--- src/rtl/core_fetch_buf.sv ---
// Instruction fetch buffer: issues sequential L1I fetches, one at a time,
// queues returned instructions with their PC, and drains them to decode.
module core_fetch_buf #(
    parameter int unsigned DEPTH    = 4,
    parameter logic [31:0] RESET_PC = 32'h0000_0000
) (
    input  logic        clk,
    input  logic        rst,
    output logic        l1i_req_val_out,
    output logic [31:0] l1i_req_addr_out,
    input  logic        l1i_ack_in,
    input  logic [31:0] l1i_ack_rdata_in,
    input  logic        redirect_val_in,
    input  logic [31:0] redirect_addr_in,
    output logic        dec_val_out,
    output logic [31:0] dec_inst_out,
    output logic [31:0] dec_pc_out,
    output logic [31:0] dec_pc_4_out,
    input  logic        dec_rdy_in,
    output logic        buf_empty_out,
    output logic        buf_full_out
);

    localparam int unsigned PW = $clog2(DEPTH);
    localparam int unsigned CW = PW + 1;
    localparam logic [CW-1:0] FULL = CW'(DEPTH);

    typedef enum logic [1:0] {
        IDLE,
        WAIT,
        DISCARD
    } state_t;

    state_t        state;
    logic [31:0]   fetch_pc;
    logic [31:0]   inflight_pc;
    logic [31:0]   inst_q [DEPTH];
    logic [31:0]   pc_q   [DEPTH];
    logic [PW-1:0] wr_ptr;
    logic [PW-1:0] rd_ptr;
    logic [CW-1:0] count;

    logic          push;
    logic          pop;
    logic [CW-1:0] count_next;

    always_comb begin
        pop        = (count != '0) && dec_rdy_in;
        push       = (state == WAIT) && l1i_ack_in && !redirect_val_in;
        count_next = count + CW'(push) - CW'(pop);
    end

    always_ff @(posedge clk) begin
        if (rst) begin
            state       <= IDLE;
            fetch_pc    <= RESET_PC;
            inflight_pc <= RESET_PC;
            wr_ptr      <= '0;
            rd_ptr      <= '0;
            count       <= '0;
        end else begin
            // A redirect flushes the queue and wins over any push or pop.
            if (redirect_val_in) begin
                wr_ptr <= '0;
                rd_ptr <= '0;
                count  <= '0;
            end else begin
                if (push) begin
                    inst_q[wr_ptr] <= l1i_ack_rdata_in;
                    pc_q[wr_ptr]   <= fetch_pc;
                    wr_ptr         <= wr_ptr + PW'(1);
                end
                if (pop) begin
                    rd_ptr <= rd_ptr + PW'(1);
                end
                count <= count_next;
            end

            case (state)
                IDLE: begin
                    if (redirect_val_in) begin
                        fetch_pc <= redirect_addr_in;
                    end else if (count < FULL) begin
                        state <= WAIT;
                    end
                end
                WAIT: begin
                    if (redirect_val_in) begin
                        fetch_pc <= redirect_addr_in;
                        if (l1i_ack_in) begin
                            state <= IDLE;
                        end else begin
                            // Keep presenting the old address until L1I answers.
                            inflight_pc <= fetch_pc;
                            state       <= DISCARD;
                        end
                    end else if (l1i_ack_in) begin
                        fetch_pc <= fetch_pc + 32'd4;
                        if (count_next == FULL) begin
                            state <= IDLE;
                        end
                    end
                end
                DISCARD: begin
                    if (redirect_val_in) begin
                        fetch_pc <= redirect_addr_in;
                    end
                    if (l1i_ack_in) begin
                        state <= IDLE;
                    end
                end
                default: state <= IDLE;
            endcase
        end
    end

    always_comb begin
        l1i_req_val_out  = (state == WAIT) || (state == DISCARD);
        l1i_req_addr_out = (state == DISCARD) ? inflight_pc : fetch_pc;
        dec_val_out      = (count != '0);
        dec_inst_out     = inst_q[rd_ptr];
        dec_pc_out       = pc_q[rd_ptr];
        dec_pc_4_out     = pc_q[rd_ptr] + 32'd4;
        buf_empty_out    = (count == '0);
        buf_full_out     = (count == FULL);
    end

endmodule
--- config.mk ---
export PLATFORM = sky130hd
export DESIGN_NAME = core_fetch_buf
export DESIGN_NICKNAME = d
export VERILOG_FILES = /design/src/rtl/core_fetch_buf.sv
export SDC_FILE = /design/constraint.sdc
export NUM_CORES = 1
export LEC_CHECK = 0
export ABC_AREA = 1
export BUFFER_PORTS_ARGS = -buffer_cell sky130_fd_sc_hd__buf_2
export CAP_MARGIN = 20
export CELL_PAD_IN_SITES_DETAIL_PLACEMENT = 1
export CELL_PAD_IN_SITES_GLOBAL_PLACEMENT = 1
export CORE_UTILIZATION = 34
export CTS_CLUSTER_DIAMETER = 50
export DETAILED_ROUTE_END_ITERATION = 8
export HOLD_SLACK_MARGIN = 0.03
export PLACE_DENSITY_LB_ADDON = 0.1
export SLEW_MARGIN = 20
export SYNTH_ARGS = -nofsm -noshare
export SYNTH_HDL_FRONTEND = slang
export SYNTH_SLANG_ARGS = --single-unit
--- constraint.sdc ---
create_clock -name clk -period 4.95 [get_ports clk]
set_input_delay 0.7425 -clock clk [delete_from_list [all_inputs] [get_ports clk]]
set_output_delay 0.7425 -clock clk [all_outputs]
set_load 0.05 [all_outputs]
==> impl_metrics.ini, run 1 <==
[timing]
hold_viol_final = 0
finalCriticalPeriod_ps = 4231
final-setup-viol-count = 0
setup_tns_ps = 0
finClkSkew_ps = 18.89
maxClockFrequency_ghz = 0.2363
maxSlewViolCount = 0
postLayoutSetupSlackWorst_ps = 718.7
rsz_0062_raised_after_global_routing = false
timing.final.crit_share = 0.8548
final.hold.worst_slack_ps = 396.5
timing_worst_slew_pin_value_ps = 1056
timing.slew.headroom = 0.2959

[place]
dp.final_hpwl_um = 31900
io_buffers = 200
numPlacedInstances = 2457
placement.setup.worst_slack_ps = 1266
globalplace.congestion = 0.8462
post_dp_cell_area_um2 = 16920

[global_routing]
first_pass_grt_wire_length_um = 74020
met3_usage = 0.03504
grt_antenna_before_repair = 0
globalRoute.busiestLayer = met2
via_count_of_the_first_global_routing_pass = 12890
largest_net_degree_at_the_start_of_global_routing = 65
use_met2 = 0.3342
grt.overflow.total = 0
use_met1 = 0.2889
grtUsageTotal = 0.2071

[worst_setup_path]
worst-setup-path-type = flop to primary output
critical_path_arrival_ps = 3490
crit_chain = buf_4, nor2_1, nor2_1, o21ai_0, nand2_1, ha_1, nand2_1, nor2_1, nand2_1, xor2_1, buf_2
critPathSlowestCell = sky130_fd_sc_hd__dfxtp_4
critPathCaptureType = primary output
critical_path.max_stage_delay_ps = 530
critPathLaunchType = flop
timing.critical_path.required_ps = 4210
crit_path_max_fanout = 47

[detailed_routing]
number_of_drc_markers_in_iteration_0 = 533
num_vias = 12550
routed_via_density = 4.961
detail_route.wl_per_cell_um = 18.76
ant_nets = 0
drc = 0
final_routed_wirelength_um = 47450
number_of_detailed_routing_iterations_run_before_antenna_repair = 7

[clocking]
ctsHtreeMaxLevel = 2
worst_setup_hold_path_clk_slew_ps = 50
clock_insertion_delay_worst_skew_ps = 570
tritoncts_num_sinks = 331
cts.repair_timing.setup_buffer_count = 0
ctsResizeCount = 0
clock_root_buffer = sky130_fd_sc_hd__clkbuf_16
number_of_buffers_created_by_cts = 40
cts_tree = done
clock_tree.buffer_depth = 3
hold_buffers = 0

[yosys]
post_synth_xor_area_fraction = 0.01198
compound_gate_portion_of_the_synthesized_area = 0.09431
synth_seq_cells = 331
synth_top_family_by_area = simple AND/OR/NAND/NOR gates
postSynthNetCount = 1806
synth.lib_cells_used.distinct = 34
yosys_warns = 0
synth.cell_area_um2 = 15350
part_of_the_yosys_area_used_for_sequential_elements = 0.5986
synth-simple-area-share = 0.2304
syn_area_per_cell_um2 = 8.898
synth-adder-area-share = 0.01027
synth_cells = 1725
fraction_of_synthesized_area_in_multiplexers = 0

[outcome]
outcome = finished, final reports clean

[finish]
final_cells = 2529
layout-area-overhead-vs-synth_pct = 18.45
layout.core_utilization = 0.4094
drive_above_1_share = 0.1580
antenna-diode-count = 0
finish.net_count = 1988
final_cell_mix = sky130_fd_sc_hd__nand2_1 (521), sky130_fd_sc_hd__edfxtp_1 (256), sky130_fd_sc_hd__nor2_1 (235)
fill_cells = 5243
sequential_cell_area_in_the_final_layout_um2 = 9194
mostFrequentLayoutCell = sky130_fd_sc_hd__nand2_1
design_area_um2 = 18180
multiInputGateArea_um2 = 5376

[power]
intPower_mw = 5.252
ir_drop_uv = 337.0
combPwrFrac = 0.207
power-per-cell-area_nw_per_um2 = 437.5
total_switching_power_mw = 2.703
power.share.switching = 0.3398
fin_total_pwr_mw = 7.955
clockPowerShare = 0.356
pwr-share-seq = 0.437
leakage_component_of_the_power_nw = 7.148

[floorplan]
die_height_um = 214.5
die_x_um = 214.5
core_region_area_um2 = 44410
floorplan.initialDensity = 0.3456
num_io_pins = 201
core.rowCount = 77
die-area_um2 = 46000

[min_path]
worst_hold_path_type = primary input to flop

[flow_run]
maxCapViolations = 0
==> final cells by class <==
class,instances,area share
Timing Repair Buffer,221,0.06441
Tap cell,592,0.04074
Clock buffer,53,0.05939
Sequential cell,331,0.5056
Inverter,115,0.02381
Clock inverter,19,0.01032
Multi-Input combinational cell,1198,0.2957
==> power by group through the flow <==
stage	logic [mW]	registers [mW]	clock network, mW
2_1_floorplan	1.21	3.40	0
3_3_place_gp	1.63	3.53	0
3_5_place_dp	1.65	3.54	0
4_1_cts	1.66	3.48	2.91
5_1_grt	1.80	3.51	3.00
6_report	1.65	3.48	2.83
==> synthesized netlist by cell type <==
master,count,area [um^2]
sky130_fd_sc_hd__nor3_1,4,20.02
sky130_fd_sc_hd__xor2_1,17,148.9
sky130_fd_sc_hd__clkinv_1,2,7.510
sky130_fd_sc_hd__a311oi_1,1,8.760
sky130_fd_sc_hd__inv_2,2,7.510
sky130_fd_sc_hd__nor2_1,241,904.6
sky130_fd_sc_hd__a21oi_1,71,355.3
sky130_fd_sc_hd__a32oi_1,1,8.760
sky130_fd_sc_hd__o21ai_1,1,5.000
sky130_fd_sc_hd__a31oi_1,2,12.51
sky130_fd_sc_hd__edfxtp_1,256,7687
sky130_fd_sc_hd__nand3b_1,1,7.510
sky130_fd_sc_hd__buf_2,23,115.1
sky130_fd_sc_hd__o22ai_1,35,219.0
sky130_fd_sc_hd__o21ai_0,160,800.8
sky130_fd_sc_hd__nor2_2,7,43.79
sky130_fd_sc_hd__fa_1,1,20.02
sky130_fd_sc_hd__buf_6,7,78.83
sky130_fd_sc_hd__dfxtp_1,75,1501
sky130_fd_sc_hd__buf_4,5,37.54
sky130_fd_sc_hd__buf_1,1,3.750
sky130_fd_sc_hd__o21a_1,1,7.510
sky130_fd_sc_hd__ha_1,11,137.6
sky130_fd_sc_hd__inv_1,111,416.7
sky130_fd_sc_hd__o31ai_1,2,15.01
sky130_fd_sc_hd__nand2_2,8,50.05
sky130_fd_sc_hd__or2_2,1,6.260
sky130_fd_sc_hd__xnor2_1,4,35.03
sky130_fd_sc_hd__nand3_1,95,475.5
sky130_fd_sc_hd__o211ai_1,2,15.01
sky130_fd_sc_hd__nand3_2,1,10.01
sky130_fd_sc_hd__nand4_1,10,62.56
sky130_fd_sc_hd__clkbuf_1,45,168.9
sky130_fd_sc_hd__nand2_1,521,1956
==> layer usage <==
metal,part of all wire,routed length [um]
met1,0.48,22990
met2,0.46,21720
met3,0.040,1914
met4,0.017,822
met5,0,0
==> critical path: cells and delay by family (launching register included) <==
family / cells / cell delay (ps)
buffers and inverters: 2 / 800
xor gates and xnor gates: 1 / 190
AOI/OAI and AO/OA: 1 / 80
DFF: 1 / 530
adders and majority gates: 1 / 310
and+or+nand+nor: 6 / 980
==> sequential cells by signal (all words and copies together) (netlist names), named ones only <==
register,count
rd_ptr,2
inst_q,128
fetch_pc,32
count,3
state,2
wr_ptr,2
pc_q,128
inflight_pc,32
==> worst paths after layout <==
kind | from | endpoint | slack (ps) | cells past startpoint
worst min-delay path | l1i_ack_rdata_in[20] | inst_q[1][20]$_DFFE_PP_ | 400 | 1
worst max register to register | state[0]$_SDFFE_PP0P_ | fetch_pc[5]$_SDFFE_PP0P_ | 1670 | 11
worst min register to register | inflight_pc[3]$_SDFFE_PP0P_ | inflight_pc[3]$_SDFFE_PP0P_ | 460 | 2
worst max-delay path | flop | dec_pc_4_out[18] | 720 | 11
==> logic make-up after synthesis <==
kind of cell    count (synthesis)
compound gates                276
flops                         331
buf+inv                       196
xor+xnor                       21
fa+ha+maj                      12
simple gates                  889
Note: power is estimated with default switching activity, not from simulation.
==> inputs of run 2 (changes only) <==
clock period = 4.82 ns   (was 4.95 ns; I/O delays follow)
==> run 2 against run 1 <==
  * Global-route usage fell by 0.31 points
  * Design area is 0.21% higher
  * Sequential power is 3% higher
  * Die area stayed put
==> impl_metrics.ini, run 2 (same netlist as run 1, synthesis figures left out) <==
[worst_setup_path]
rr_endpoint = state[1]$_SDFFE_PP0P_
critPathCaptureType = primary output
crit_path_max_fanout = 78
logic_depth_of_the_worst_register_to_register_path = 20
worst-setup-path-type = flop to primary output
critical_path_arrival_ps = 3710
critPathLaunchType = flop
regToRegStartpoint = state[1]$_SDFFE_PP0P_
timing.critical_path.required_ps = 4100
r2r_slack_ps = 2000

[floorplan]
die_x_um = 214.5
num_io_pins = 201
die-area_um2 = 46000
floorplan.initialDensity = 0.3456
die_height_um = 214.5
core.rowCount = 77
core_region_area_um2 = 44410

[clocking]
clock_root_buffer = sky130_fd_sc_hd__clkbuf_16
hold_buffers = 0
ctsHtreeMaxLevel = 2
ctsResizeCount = 0
tritoncts_num_sinks = 331
cts_tree = done
worst_setup_hold_path_clk_slew_ps = 50
cts.repair_timing.setup_buffer_count = 0
number_of_buffers_created_by_cts = 41
clock_tree.buffer_depth = 3
clock_insertion_delay_worst_skew_ps = 560

[timing]
maxSlewViolCount = 0
hold_viol_final = 0
setup_tns_ps = 0
postLayoutSetupSlackWorst_ps = 387.2
timing.slew.headroom = 0.4375
maxClockFrequency_ghz = 0.2256
timing.final.crit_share = 0.9197
rsz_0062_raised_after_global_routing = false
finClkSkew_ps = 14.71
final-setup-viol-count = 0
timing_worst_slew_pin_value_ps = 843.8
finalCriticalPeriod_ps = 4433

[min_path]
worstHoldPathCells = 1
hold_path_startpoint = l1i_ack_rdata_in[21]
hold_end = inst_q[0][21]$_DFFE_PP_
worst_hold_path_type = primary input to flop

[power]
ir_drop_uv = 341.5
power-per-cell-area_nw_per_um2 = 447.2
clockPowerShare = 0.355
pwr-share-seq = 0.439
intPower_mw = 5.395
leakage_component_of_the_power_nw = 7.160
total_switching_power_mw = 2.753
fin_total_pwr_mw = 8.147
combPwrFrac = 0.206
power.share.switching = 0.3378

[finish]
drive_above_1_share = 0.1578
biggestRegsByFlops = inst_q x128, pc_q x128
mostFrequentLayoutCell = sky130_fd_sc_hd__nand2_1
finish.net_count = 1989
design_area_um2 = 18220
fill_cells = 5207
layout-area-overhead-vs-synth_pct = 18.70
final_cell_mix = sky130_fd_sc_hd__nand2_1 (521), sky130_fd_sc_hd__edfxtp_1 (256), sky130_fd_sc_hd__nor2_1 (235)

[detailed_routing]
drc = 0
number_of_drc_markers_in_iteration_0 = 642
number_of_detailed_routing_iterations_run_before_antenna_repair = 5
final_routed_wirelength_um = 46590
detail_route.wl_per_cell_um = 18.39
ant_nets = 0
routed_via_density = 4.875
num_vias = 12350

[flow_run]
maxCapViolations = 0

[place]
globalplace.congestion = 0.8609
placement.setup.worst_slack_ps = 848.2
dp.final_hpwl_um = 31800
post_dp_cell_area_um2 = 16940
io_buffers = 200

[global_routing]
via_count_of_the_first_global_routing_pass = 12610
grt.overflow.total = 0
grtUsageTotal = 0.2040
grt_antenna_before_repair = 1
first_pass_grt_wire_length_um = 72880
largest_net_degree_at_the_start_of_global_routing = 79

[outcome]
outcome = finished, final reports clean
-- run 2: cell types whose count changed in the layout (fill, tap and decap cells not counted), sizes merged --
| cell | change |
|---|---|
| clkbuf | +1 |
| bufinv | -1 |
| inv | -1 |
| diode | +2 |
| clkinv | +3 |
-- run 2: stage by stage --
stage	hold WS, ps	utilization	std cells
2_1_floorplan	424.5	-	1725
3_3_place_gp	434.3	0.3814	2457
5_1_grt	343.2	0.4102	2532
3_5_place_dp	443.1	0.3814	2457
4_1_cts	332.2	0.4101	2531
6_report	370.9	0.4102	2533
-- run 2: worst max-delay path, stage by stage, from the launching register on --
cell                      delay [ps]
sky130_fd_sc_hd__dfxtp_4         720
sky130_fd_sc_hd__buf_4           720
sky130_fd_sc_hd__nand2_1         180
sky130_fd_sc_hd__nand3_1         140
sky130_fd_sc_hd__nand2_1          90
sky130_fd_sc_hd__nor2_1          150
sky130_fd_sc_hd__nand2_1         160
sky130_fd_sc_hd__nor2_1          300
sky130_fd_sc_hd__nand2_1         110
sky130_fd_sc_hd__xor2_1          210
sky130_fd_sc_hd__buf_2           310
-- run 2: how the worst max path moves through the flow --
stage / from / to / slack (ps) / cells past startpoint
final: flop / dec_pc_4_out[18] / 390 / 10
after global routing: flop / dec_pc_4_out[18] / 20 / 10
after CTS: flop / dec_pc_4_out[18] / 240 / 10
after detailed placement: flop / dec_pc_4_out[18] / 850 / 10
after global placement: flop / dec_pc_4_out[18] / 960 / 10
after floorplan: redirect_val_in / inst_q[0][0]$_DFFE_PP_ / 420 / 6
-- run 2: power by group through the flow --
| stage | combinational [mW] | clock [mW] | sequential [mW] |
|---|---|---|---|
| floorplan | 1.25 | 0 | 3.49 |
| global placement | 1.67 | 0 | 3.63 |
| detailed placement | 1.69 | 0 | 3.64 |
| CTS | 1.70 | 2.98 | 3.58 |
| global route | 1.84 | 3.08 | 3.61 |
| finish | 1.68 | 2.89 | 3.58 |
-- run 2: per-layer routing --
layer	GRT usage	share of wire	vias to the layer above
li1	-	-	6114
met1	0.2816	0.48	5957
met2	0.3355	0.46	223
met3	0.03418	0.039	55
met4	0.04405	0.015	0
met5	0	0	-
-- run 2: final cells by class --
cell class | count | area, um^2 | area share
flip-flops and latches | 331 | 9194 | 0.5046
clock inverters | 20 | 158.9 | 0.008721
inverters | 115 | 432.9 | 0.02376
clock buffers | 54 | 1116 | 0.06126
well taps | 592 | 740.7 | 0.04065
repair buffers | 221 | 1196 | 0.06565
multi-input cells | 1198 | 5376 | 0.2951
diodes | 2 | 5.005 | 0.0002747
==> inputs of run 3 (changes only) <==
CORE_UTILIZATION = 44   (was 34)
==> run 3 against run 2 <==
  * Critical path depth grew 2
  * Non-clock buffer count shrank 3
  * First-iteration DRC count shrank 6.9%
  * Clock-buffer cell count shrank 5
  * Routed wire length shrank 3.0%
  * Sequential cell count is the same
  * Sequential share of layout area grew 0.30 points
  * Clock skew grew 3.2 ps
  * Design area shrank 0.58%
  * Largest power group unchanged
==> impl_metrics.ini, run 3 (same netlist as run 1, synthesis figures left out) <==
[timing]
final.hold.worst_slack_ps = 393.2
final-setup-viol-count = 0
finalCriticalPeriod_ps = 4380
hold_viol_final = 0
maxSlewViolCount = 0
setup_tns_ps = 0
maxClockFrequency_ghz = 0.2283
rsz_0062_raised_after_global_routing = false
timing.slew.headroom = 0.2872
timing.final.crit_share = 0.9087
timing_worst_slew_pin_value_ps = 1069
finClkSkew_ps = 17.88

[power]
fin_total_pwr_mw = 8.382
power-per-cell-area_nw_per_um2 = 462.8
combPwrFrac = 0.199
leakage_component_of_the_power_nw = 7.197
clockPowerShare = 0.374
pwr-share-seq = 0.427
power.share.switching = 0.3320
total_switching_power_mw = 2.783
ir_drop_uv = 366.2
intPower_mw = 5.600

[global_routing]
grt_antenna_before_repair = 2
grtUsageTotal = 0.2564
grt.overflow.total = 0
via_count_of_the_first_global_routing_pass = 13040
first_pass_grt_wire_length_um = 71550
largest_net_degree_at_the_start_of_global_routing = 84

[worst_setup_path]
worst-setup-path-type = flop to primary output
timing.critical_path.required_ps = 4100
regToRegStartpoint = state[0]$_SDFFE_PP0P_
logic_depth_of_the_worst_register_to_register_path = 13
r2r_slack_ps = 1180
rr_endpoint = fetch_pc[19]$_SDFFE_PP0P_
critPathCaptureType = primary output
critPathLaunchType = flop
critical_path_arrival_ps = 3660
crit_path_max_fanout = 68

[finish]
final_cell_mix = sky130_fd_sc_hd__nand2_1 (521), sky130_fd_sc_hd__edfxtp_1 (256), sky130_fd_sc_hd__nor2_1 (235)
final_cells = 2393
antenna-diode-count = 0
finish.net_count = 1986
drive_above_1_share = 0.1610
fill_cells = 4055
sequential_cell_area_in_the_final_layout_um2 = 9194
mostFrequentLayoutCell = sky130_fd_sc_hd__nand2_1
biggestRegsByFlops = inst_q x128, pc_q x128
layout-area-overhead-vs-synth_pct = 18.01
design_area_um2 = 18110
multiInputGateArea_um2 = 5376

[detailed_routing]
number_of_detailed_routing_iterations_run_before_antenna_repair = 5
number_of_drc_markers_in_iteration_0 = 598
ant_nets = 0
detail_route.wl_per_cell_um = 18.88
drc = 0
final_routed_wirelength_um = 45180
num_vias = 12660
routed_via_density = 5.289

[floorplan]
core.rowCount = 68
core_region_area_um2 = 34460
die_height_um = 188.8
die-area_um2 = 35640
floorplan.initialDensity = 0.4455
die_x_um = 188.8
num_io_pins = 201

[min_path]
hold_end = inst_q[3][22]$_DFFE_PP_
hold_path_startpoint = l1i_ack_rdata_in[22]
worstHoldPathCells = 1
worst_hold_path_type = primary input to flop

[flow_run]
maxCapViolations = 0

[clocking]
number_of_buffers_created_by_cts = 41
clock_insertion_delay_worst_skew_ps = 550
hold_buffers = 0
cts_tree = done
cts.repair_timing.setup_buffer_count = 0
clock_root_buffer = sky130_fd_sc_hd__clkbuf_16
clock_tree.buffer_depth = 3
ctsResizeCount = 0
worst_setup_hold_path_clk_slew_ps = 60
tritoncts_num_sinks = 331
ctsHtreeMaxLevel = 2

[outcome]
outcome = finished, final reports clean

[place]
post_dp_cell_area_um2 = 16700
numPlacedInstances = 2317
io_buffers = 200
dp.final_hpwl_um = 29990
globalplace.congestion = 0.8883
==> run 3: changes by cell type in the layout (fill, tap and decap cells not counted), sizes merged <==
cell	change
clkbuf	-5
bufinv	+4
buf	-3
clkinvlp	+2
diode	-2
inv	+2
clkinv	-1
==> run 3: worst max-delay path, cell delays in order, from the launching register on <==
cell	delay, ps
sky130_fd_sc_hd__dfxtp_4	840
sky130_fd_sc_hd__clkinv_2	260
sky130_fd_sc_hd__nand2_1	130
sky130_fd_sc_hd__o211ai_1	80
sky130_fd_sc_hd__nand2_1	260
sky130_fd_sc_hd__ha_1	350
sky130_fd_sc_hd__nand2_1	90
sky130_fd_sc_hd__nor2_1	240
sky130_fd_sc_hd__nand2_1	140
sky130_fd_sc_hd__nor2_2	240
sky130_fd_sc_hd__nand3_1	110
sky130_fd_sc_hd__nand2_1	80
sky130_fd_sc_hd__buf_2	270
==> run 3: power groups by stage <==
stage	logic, mW	registers [mW]	clock network (mW)
floorplan	1.25	3.49	0
global placement	1.61	3.62	0
detailed placement	1.65	3.63	0
CTS	1.67	3.57	3.20
global route	1.81	3.60	3.30
finish	1.67	3.58	3.14
==> run 3: cell type report <==
class / instances / area share
Inverter: 115 / 0.02390
Timing Repair Buffer: 218 / 0.06272
Sequential cell: 331 / 0.5076
Clock inverter: 27 / 0.01755
Tap cell: 455 / 0.03143
Multi-Input combinational cell: 1198 / 0.2968
Clock buffer: 49 / 0.06003
==> run 3: layer usage <==
| layer | vias up | wire [um] | GRT usage |
|---|---|---|---|
| met5 | - | 0 | 0 |
| li1 | 6121 | - | - |
| met3 | 60 | 1890 | 0.03464 |
| met2 | 291 | 20980 | 0.4198 |
| met4 | 0 | 834 | 0.06700 |
| met1 | 6185 | 21480 | 0.3581 |
==> run 3: worst max-delay path by stage <==
stage,start,endpoint,depth (start not counted)
detailed placement,flop,dec_pc_4_out[28],12
global placement,flop,dec_pc_4_out[28],12
floorplan,redirect_val_in,inst_q[0][0]$_DFFE_PP_,6
finish,flop,dec_pc_4_out[28],12
CTS,flop,dec_pc_4_out[28],12
global route,flop,dec_pc_4_out[28],12
==> run 3: per-stage QoR <==
step	utilization	worst slack (ps)
floorplan	-	422.8
global placement	0.4847	1055
detailed placement	0.4847	911.5
CTS	0.5255	321.5
global route	0.5257	117.7
finish	0.5257	440.1
